$ cat config.mk
export PLATFORM = sky130hd
export DESIGN_NAME = pid_scheduler_flat
export DESIGN_NICKNAME = d
export VERILOG_FILES = /design/src/rtl/pid_scheduler_if.sv /design/src/rtl/pid_scheduler.sv /design/src/flat_wrapper.sv
export SDC_FILE = /design/constraint.sdc
export NUM_CORES = 1
export LEC_CHECK = 0
export CORE_AREA = 2 2 157 159
export CTS_CLUSTER_DIAMETER = 60
export DETAILED_ROUTE_END_ITERATION = 6
export DIE_AREA = 0 0 159 161
export SYNTH_ARGS = -nofsm -noshare
export SYNTH_HDL_FRONTEND = slang
export SYNTH_SLANG_ARGS = --single-unit
$ cat constraint.sdc
create_clock -name clock -period 2.75 [get_ports clock]
set_input_delay 0.825 -clock clock [delete_from_list [all_inputs] [get_ports clock]]
set_output_delay 0.825 -clock clock [all_outputs]
set_load 0.02 [all_outputs]
$ cat src/rtl/pid_scheduler_if.sv
// Request/response and core handshake bundle for pid_scheduler.
// Operand and result fields are two's complement values carried as raw bits.
interface pid_scheduler_if #(
    parameter int N_CH    = 4,
    parameter int D_WIDTH = 32,
    parameter int CH_W    = $clog2(N_CH)
);
    // channel side
    logic [N_CH-1:0]         req;
    logic [N_CH*D_WIDTH-1:0] req_target;
    logic [N_CH*D_WIDTH-1:0] req_meas;
    logic [N_CH-1:0]         ack;
    logic [D_WIDTH-1:0]      result;
    logic [CH_W-1:0]         result_ch;
    logic                    result_err;
    // shared core side
    logic                    core_start;
    logic [CH_W-1:0]         core_ch;
    logic [D_WIDTH-1:0]      core_target;
    logic [D_WIDTH-1:0]      core_meas;
    logic                    core_done;
    logic [D_WIDTH-1:0]      core_out;

    modport master (
        input  req, req_target, req_meas, core_done, core_out,
        output ack, result, result_ch, result_err,
        output core_start, core_ch, core_target, core_meas
    );

    modport slave (
        output req, req_target, req_meas, core_done, core_out,
        input  ack, result, result_ch, result_err,
        input  core_start, core_ch, core_target, core_meas
    );
endinterface

$ cat src/rtl/pid_scheduler.sv
// Round-robin sequencer sharing one PID compute core among N_CH channels.
//
//   state   | meaning
//   --------+--------------------------------------------------------------
//   S_IDLE  | no job; grant next requester (round-robin) when enabled
//   S_ISSUE | operands latched, core_start pulsed, timer cleared
//   S_WAIT  | waiting for core_done or for the timeout to expire
//   S_RESP  | one-cycle ack to the granted channel, last_grant updated
module pid_scheduler #(
    parameter int N_CH    = 4,
    parameter int D_WIDTH = 32,
    parameter int CH_W    = $clog2(N_CH),
    parameter int TIMEOUT = 64
) (
    input  logic            clock,
    input  logic            reset,
    input  logic            enable,
    output logic            busy,
    pid_scheduler_if.master bus
);
    localparam int              TW      = $clog2(TIMEOUT);
    localparam logic [TW-1:0]   T_LAST  = TW'(TIMEOUT - 1);
    localparam logic [N_CH-1:0] ACK_ONE = N_CH'(1);

    typedef enum logic [1:0] {
        S_IDLE  = 2'd0,
        S_ISSUE = 2'd1,
        S_WAIT  = 2'd2,
        S_RESP  = 2'd3
    } state_t;

    state_t             r_state;
    logic [CH_W-1:0]    r_last_grant;
    logic [TW-1:0]      r_timer;
    logic [N_CH-1:0]    r_ack;
    logic [D_WIDTH-1:0] r_result;
    logic [CH_W-1:0]    r_result_ch;
    logic               r_result_err;
    logic               r_core_start;
    logic [CH_W-1:0]    r_core_ch;
    logic [D_WIDTH-1:0] r_core_target;
    logic [D_WIDTH-1:0] r_core_meas;
    logic               r_busy;

    logic [D_WIDTH-1:0] w_tgt  [N_CH];
    logic [D_WIDTH-1:0] w_meas [N_CH];
    logic [CH_W-1:0]    w_pick_ch;
    logic               w_pick_ok;

    for (genvar g = 0; g < N_CH; g++) begin : g_slice
        assign w_tgt[g]  = bus.req_target[g*D_WIDTH +: D_WIDTH];
        assign w_meas[g] = bus.req_meas[g*D_WIDTH +: D_WIDTH];
    end

    // Round-robin pick: scan from last_grant+1 with wrap. Scanning offsets
    // from far to near lets the nearest requester overwrite the others.
    always_comb begin
        w_pick_ok = 1'b0;
        w_pick_ch = '0;
        for (int k = N_CH; k >= 1; k--) begin
            int idx;
            idx = int'(r_last_grant) + k;
            if (idx >= N_CH) idx = idx - N_CH;
            if (bus.req[CH_W'(idx)]) begin
                w_pick_ok = 1'b1;
                w_pick_ch = CH_W'(idx);
            end
        end
    end

    // Sequencer FSM; every output is registered here.
    always_ff @(posedge clock or negedge reset) begin
        if (!reset) begin
            r_state       <= S_IDLE;
            r_last_grant  <= CH_W'(N_CH - 1);
            r_timer       <= '0;
            r_ack         <= '0;
            r_result      <= '0;
            r_result_ch   <= '0;
            r_result_err  <= 1'b0;
            r_core_start  <= 1'b0;
            r_core_ch     <= '0;
            r_core_target <= '0;
            r_core_meas   <= '0;
            r_busy        <= 1'b0;
        end else begin
            r_core_start <= 1'b0;
            r_ack        <= '0;
            case (r_state)
                S_IDLE: begin
                    if (enable && w_pick_ok) begin
                        r_core_ch     <= w_pick_ch;
                        r_core_target <= w_tgt[w_pick_ch];
                        r_core_meas   <= w_meas[w_pick_ch];
                        r_core_start  <= 1'b1;
                        r_busy        <= 1'b1;
                        r_state       <= S_ISSUE;
                    end
                end
                S_ISSUE: begin
                    r_timer <= '0;
                    r_state <= S_WAIT;
                end
                S_WAIT: begin
                    // done has priority over a timeout in the same cycle
                    if (bus.core_done) begin
                        r_result     <= bus.core_out;
                        r_result_err <= 1'b0;
                        r_result_ch  <= r_core_ch;
                        r_ack        <= ACK_ONE << r_core_ch;
                        r_state      <= S_RESP;
                    end else if (r_timer == T_LAST) begin
                        r_result     <= '0;
                        r_result_err <= 1'b1;
                        r_result_ch  <= r_core_ch;
                        r_ack        <= ACK_ONE << r_core_ch;
                        r_state      <= S_RESP;
                    end else begin
                        r_timer <= r_timer + 1'b1;
                    end
                end
                S_RESP: begin
                    r_last_grant <= r_core_ch;
                    r_busy       <= 1'b0;
                    r_state      <= S_IDLE;
                end
                default: r_state <= S_IDLE;
            endcase
        end
    end

    assign busy            = r_busy;
    assign bus.ack         = r_ack;
    assign bus.result      = r_result;
    assign bus.result_ch   = r_result_ch;
    assign bus.result_err  = r_result_err;
    assign bus.core_start  = r_core_start;
    assign bus.core_ch     = r_core_ch;
    assign bus.core_target = r_core_target;
    assign bus.core_meas   = r_core_meas;
endmodule

$ cat src/flat_wrapper.sv
// flat-port wrapper written by rule: the top's interface ports become plain ports
module pid_scheduler_flat 
#(
    parameter int N_CH    = 4,
    parameter int D_WIDTH = 32,
    parameter int CH_W    = $clog2(N_CH),
    parameter int TIMEOUT = 64
)
  (clock, reset, enable, busy, bus_req, bus_req_target, bus_req_meas, bus_core_done, bus_core_out, bus_ack, bus_result, bus_result_ch, bus_result_err, bus_core_start, bus_core_ch, bus_core_target, bus_core_meas);
  pid_scheduler_if #(.N_CH(N_CH), .D_WIDTH(D_WIDTH), .CH_W(CH_W)) bus_i ();
  input  logic clock;
  input  logic reset;
  input  logic enable;
  output logic busy;
  input wire logic [$bits(bus_i.req)-1:0] bus_req;
  input wire logic [$bits(bus_i.req_target)-1:0] bus_req_target;
  input wire logic [$bits(bus_i.req_meas)-1:0] bus_req_meas;
  input wire logic [$bits(bus_i.core_done)-1:0] bus_core_done;
  input wire logic [$bits(bus_i.core_out)-1:0] bus_core_out;
  output wire logic [$bits(bus_i.ack)-1:0] bus_ack;
  output wire logic [$bits(bus_i.result)-1:0] bus_result;
  output wire logic [$bits(bus_i.result_ch)-1:0] bus_result_ch;
  output wire logic [$bits(bus_i.result_err)-1:0] bus_result_err;
  output wire logic [$bits(bus_i.core_start)-1:0] bus_core_start;
  output wire logic [$bits(bus_i.core_ch)-1:0] bus_core_ch;
  output wire logic [$bits(bus_i.core_target)-1:0] bus_core_target;
  output wire logic [$bits(bus_i.core_meas)-1:0] bus_core_meas;
  assign bus_i.req = bus_req;
  assign bus_i.req_target = bus_req_target;
  assign bus_i.req_meas = bus_req_meas;
  assign bus_i.core_done = bus_core_done;
  assign bus_i.core_out = bus_core_out;
  assign bus_ack = bus_i.ack;
  assign bus_result = bus_i.result;
  assign bus_result_ch = bus_i.result_ch;
  assign bus_result_err = bus_i.result_err;
  assign bus_core_start = bus_i.core_start;
  assign bus_core_ch = bus_i.core_ch;
  assign bus_core_target = bus_i.core_target;
  assign bus_core_meas = bus_i.core_meas;
  pid_scheduler #(.N_CH(N_CH), .D_WIDTH(D_WIDTH), .CH_W(CH_W), .TIMEOUT(TIMEOUT)) u_core (.clock(clock), .reset(reset), .enable(enable), .busy(busy), .bus(bus_i));
endmodule
After elaboration in Yosys (flattened, before gate mapping)
Cells that the tools add are included.
{"block": "op_classes", "muxes": 50, "bitwise": 1, "n_lt_le_gt_ge": 9, "eq_ne": 8, "reduce_logical": 10, "shifts": 1, "div_mod_pow": 0, "mul": 0, "add_sub_neg": 9}
{"op": "2-to-1 mux 32 bit", "count": 6}
{"op": "binary-select mux 32 bit (select 2 bit)", "count": 2}
{"op": "2-to-1 mux 2 bit", "count": 13}
{"op": "2-to-1 mux 1 bit", "count": 17}
{"op": "< comparator 2 x 4 -> 1 bit, second input constant", "count": 4}
{"op": ">= comparator 3 bit, second input constant", "count": 4}
{"op": "2-to-1 mux 4 bit", "count": 3}
{"op": "2-to-1 mux 6 bit", "count": 2}
{"op": "case mux 6 bit (2 select lines)", "count": 1}
{"op": "binary-select mux 1 bit (select 2 bit)", "count": 4}
{"op": "case mux 2 bit (4 select lines)", "count": 1}
{"op": "AND reduction 2 bit", "count": 4}
{"op": "subtractor 2 x 1 -> 2 bit, second input constant", "count": 4}
{"op": "adder 2 x 2 -> 3 bit, second input constant", "count": 2}
{"op": "adder 6 x 1 -> 6 bit, second input constant", "count": 1}
{"op": "== test 6 bit, second input constant", "count": 1}
{"op": "nonzero test 2 bit", "count": 3}
{"op": "adder 2 x 3 -> 4 bit, second input constant", "count": 1}
{"op": "== test 2 bit, second input constant", "count": 2}
{"op": ">= comparator 4 x 3 -> 1 bit, second input constant", "count": 1}
{"op": "!= test 2 bit, second input constant", "count": 2}
{"op": "<< shifter 1 x 2 -> 4 bit, first input constant", "count": 1}
{"op": "adder 2 x 1 -> 3 bit, second input constant", "count": 1}
{"op": "!= test 3 x 2 -> 1 bit, second input constant", "count": 1}
{"op": "7 further kinds", "count": 7}
{"block": "word_totals", "ram_bits": 0, "latchBits": 0, "mem_count": 0, "inputBits": 296, "rom_bits": 0, "regBits": 117}

Depth between registers and ports, before layout
{"block": "logic_depth", "ltp_word": 14, "ltp_mapped": 9, "mapped_depth_nobuf": 7}

Least setup slack after synthesis
OpenSTA, ideal clock, no wires.
{"block": "synth_path", "path_type": "input -> register", "start": "in bus_req[1]", "end": "reg u_core.r_core_meas[26], in the netlist u_core.bus.core_meas[26]", "arrival_ns": 2.223, "setup_slack_ns": 0.441, "setup_ns": 0.087, "t_required_ns": 2.663, "cell_stages": 7, "n_path_buf": 3, "cell_sequence": "or4_1 > and3_1 > buf_6 > nor2b_4 > buf_6 > buf_6 > a211oi_2"}
{"block": "synth_between", "elab_chain_cells": 11}
{"item": "from (decl)", "line_no": "flat_wrapper.sv:15", "rtl": "input wire logic [$bits(bus_i.req)-1:0] bus_req;"}
{"item": "binary-select mux 1 bit (select 2 bit)", "line_no": "pid_scheduler.sv:64", "rtl": "if (bus.req[CH_W'(idx)]) begin"}
{"item": "2-to-1 mux 1 bit (not written as such) (2 in a row)", "line_no": "pid_scheduler.sv:64"}
{"item": "2-to-1 mux 2 bit (4 in a row)", "line_no": "pid_scheduler.sv:64"}
{"item": "inverter 2 -> 3 bit (not written as such)", "line_no": "pid_scheduler.sv:94", "rtl": "r_core_meas <= w_meas[w_pick_ch];"}
{"item": "binary-select mux 32 bit (select 2 bit)", "line_no": "pid_scheduler.sv:94"}
{"item": "2-to-1 mux 32 bit (not written as such) (2 in a row)", "line_no": "pid_scheduler.sv:94"}
{"item": "to (signal assigned)", "line_no": "pid_scheduler.sv:94"}
{"item": "to (decl)", "line_no": "pid_scheduler.sv:42", "rtl": "logic [D_WIDTH-1:0] r_core_meas;"}
Several ways; a longest one is shown, not always the timed one. The select of a mux whose other input is x is not followed.
A chain may end at the register's enable or synchronous reset.

Final worst setup path
{"block": "layout_path", "start": "in bus_req[1]", "end": "reg u_core.r_core_target[31], in the netlist u_core.bus.core_target[31]"}
{"block": "layout_between", "elab_chain_cells": 11}
{"item": "binary-select mux 1 bit (select 2 bit)", "line_no": "pid_scheduler.sv:64"}
{"item": "2-to-1 mux 1 bit (not written as such) (2 in a row)", "line_no": "pid_scheduler.sv:64"}
{"item": "2-to-1 mux 2 bit (4 in a row)", "line_no": "pid_scheduler.sv:64"}
{"item": "inverter 2 -> 3 bit (not written as such)", "line_no": "pid_scheduler.sv:93", "rtl": "r_core_target <= w_tgt[w_pick_ch];"}
{"item": "binary-select mux 32 bit (select 2 bit)", "line_no": "pid_scheduler.sv:93"}
{"item": "2-to-1 mux 32 bit (not written as such) (2 in a row)", "line_no": "pid_scheduler.sv:93"}
{"item": "to (signal assigned)", "line_no": "pid_scheduler.sv:93"}
{"item": "to (decl)", "line_no": "pid_scheduler.sv:41", "rtl": "logic [D_WIDTH-1:0] r_core_target;"}
Several ways; a longest one is shown, not always the timed one. The select of a mux whose other input is x is not followed.

==> out/results.txt <==
Die Wd -> 159 µm
area of the core -> 24000 µm²
upper clock frequency limit -> 394 MHz
first-pass detailed-route iteration total -> 5
max-slew violations -> 0
Die Ht -> 161 µm
global-route wire length before repair -> 41900 µm
Max VDD drop -> 0.472 mV
port buffer count -> 402
RSZ-0062 raised after global routing -> false
R2R depth -> 7
H-tree depth -> 4
Top Ports -> 403
largest net degree at the start of global routing -> 53
total chip power -> 11.9 mW
Yosys warning count -> 0
Root Buffer -> clkbuf_16
Hold Crit Class -> input port to async pin
Worst EP required -> 3080 ps
setup repair bufs after CTS -> 0
cell taking the most area after synthesis -> dfrtp_1
Max Clock Skew -> 10.2 ps
fin area -> 12300 µm²
Worst setup EP type -> flop
most frequent cells in the layout -> clkdlybuf4s50_1 (401), dfrtp_1 (115), nor2_1 (72)
Finish-stage setup viols -> 0
Post-synth EDFFs -> 0
#FFs+latches synth -> 117
status -> finished, final reports clean
Iter 0 DRT Violations -> 302
starting density of the core -> 0.286
Main synth FF type -> dfrtp_1
Cell Area, Synth -> 6850 µm²
number of vias per cell -> 4.84
critical path launch point type -> input port
antenna-violating nets left -> 0
period utilization -> 0.924
# DRC -> 0
Synth Net Count -> 979
TritonCTS buffer count -> 17
CTS tree -> built
gpl congestion -> 0.799
Routed WL -> 27600 µm
post-route setup TNS -> 0 ps
fraction of registers with async set/reset -> 1.00
Switching Fraction -> 0.409
Netlist cell types -> 39
critical path arrival -> 2870 ps
antenna violations before repair -> 1
Seq pwr share -> 0.251
Placed Instance Area -> 11600 µm²
Slew headroom -> 0.559
Num Clock Sinks -> 117
Sw Pwr -> 4.89 mW
Die Area -> 25600 µm²
area delta synth->final -> 78.9%
share of post-route cells with drive strength above 1 -> 0.149
register area share after synthesis -> 0.428
post-layout min period -> 2540 ps
maxcap violations -> 0
post-CTS resize count -> 0
hpwl dp -> 20900 µm
worst slew pin tran -> 661 ps
vias in the first global route -> 7212
via count -> 6911
global route total overflow -> 0
cts hold-fix bufs -> 0
Synth area leaders -> dfrtp_1 (42%), a211oi_2 (11%), mux2i_1 (9.4%)
GRT Overall Usage -> 0.210
Cell Pwr Density -> 974 nW/µm²
kind of critical path -> input port to flop
Post-Synthesis Cells -> 677
Worst-path clk slew -> 70 ps
final hold vios -> 0
Final nets -> 1393
Rows -> 57
Pint -> 7.05 mW
hold slack final -> 344 ps
Gate power share -> 0.559
most common cell after layout, fill and taps aside -> clkdlybuf4s50_1
area share of the leading cell type in the synthesized netlist -> 0.420
Clock power frac -> 0.190
Leak -> 5.08 nW
maximum clock path buffer count -> 2
Syn Area/Cell -> 10.1 µm²
Critical Path Fanout Max -> 14
WL/cell -> 19.3 µm
utilization after layout -> 0.511
clock latency on the worst-skew pair -> 420 ps
-- final cells by class --
class | instances | area [µm²]
Inverter | 68 | 255
Clock inverter | 15 | 176
Multi-Input combinational cell | 426 | 3320
Timing Repair Buffer | 461 | 4740
Tap cell | 324 | 405
Antenna cell | 1 | 2.50
Sequential cell | 117 | 2930
Clock buffer | 17 | 425
Fill cell | 2200 | 11700
-- path summary, 6_finish.rpt --
path / from / endpoint / slack, ps
worst min register to register: u_core.bus.result_ch[0] / u_core.bus.result_ch[0] / 480
min in group clock: u_core.bus.result_ch[0] / u_core.bus.result_ch[0] / 480
worst max-delay path: bus_req[1] / u_core.bus.core_target[31] / 210
max in group asynchronous: reset / u_core.r_last_grant[1] / 1700
worst max register to register: u_core.r_last_grant[0] / u_core.bus.core_meas[0] / 700
worst min-delay path: reset / u_core.bus.result[24] / 340
-- cell usage after synthesis (all sizes together), types with 2 or more instances --
cell type  number
ha              6
mux2            2
a311oi          2
a21oi           2
nand3           4
o21ai           8
clkbuf         41
inv            68
nand2          16
dfrtp         115
buf            25
a31oi          65
a211oi        128
a22o           32
nor2           72
nand2b          5
and3            5
dfstp           2
mux2i          64
-- layer usage --
layer / wire [µm] / track usage / share of wire / vias up
met4: 625 / 0.0777 / 0.023 / 0
li1: - / - / - / 3331
met1: 11600 / 0.256 / 0.42 / 3294
met3: 1580 / 0.0534 / 0.057 / 35
met5: 0 / 0 / 0 / -
met2: 13800 / 0.360 / 0.50 / 251
-- cell families (layout without fill, tap and decap cells) --
| kind of cell | Yosys count | after routing | synth area share |
|---|---|---|---|
| xor gates and xnor gates | 1 | 1 | 0.00128 |
| AOI/OAI and AO/OA | 244 | 244 | 0.304 |
| DFF | 117 | 117 | 0.428 |
| muxes | 66 | 66 | 0.0968 |
| and+or+nand+nor | 109 | 109 | 0.0683 |
| other | 0 | 1 | 0 |
| buffers and inverters | 134 | 561 | 0.0906 |
| adders and majority gates | 6 | 6 | 0.0110 |
-- per-stage QoR --
stage,std cells,setup WS [ps]
final,1429,210
after global routing,1429,68.4
after CTS,1428,228
after detailed placement,1396,-218
after global placement,1396,-158
after floorplan,677,441
-- power groups by stage --
stage	Clock (mW)	Sequential, mW	Combinational, mW
floorplan	0	3.86	2.65
global placement	0	3.00	6.68
detailed placement	0	3.01	6.73
CTS	2.32	3.00	6.75
global route	2.40	3.09	7.11
finish	2.26	2.99	6.68
-- worst max-delay path, cell delays in order --
cell	delay (ps)
clkdlybuf4s50_1	510
or4_1	570
and3_2	260
nand2_2	100
buf_12	160
buf_12	150
a211oi_1	60
a211oi_2	220
-- registers in the layout, indices dropped and copies added, names as in the netlist --
register                cells
u_core.bus.core_meas       32
u_core.r_timer              6
u_core.bus.result_ch        2
u_core.bus.result          32
u_core.bus.ack              4
u_core.bus.result_err       1
u_core.bus.core_target     32
u_core.r_last_grant         2
u_core.bus.core_ch          2
u_core.busy                 1
u_core.r_state              2
u_core.bus.core_start       1
Note: power is estimated with default switching activity, not from simulation.
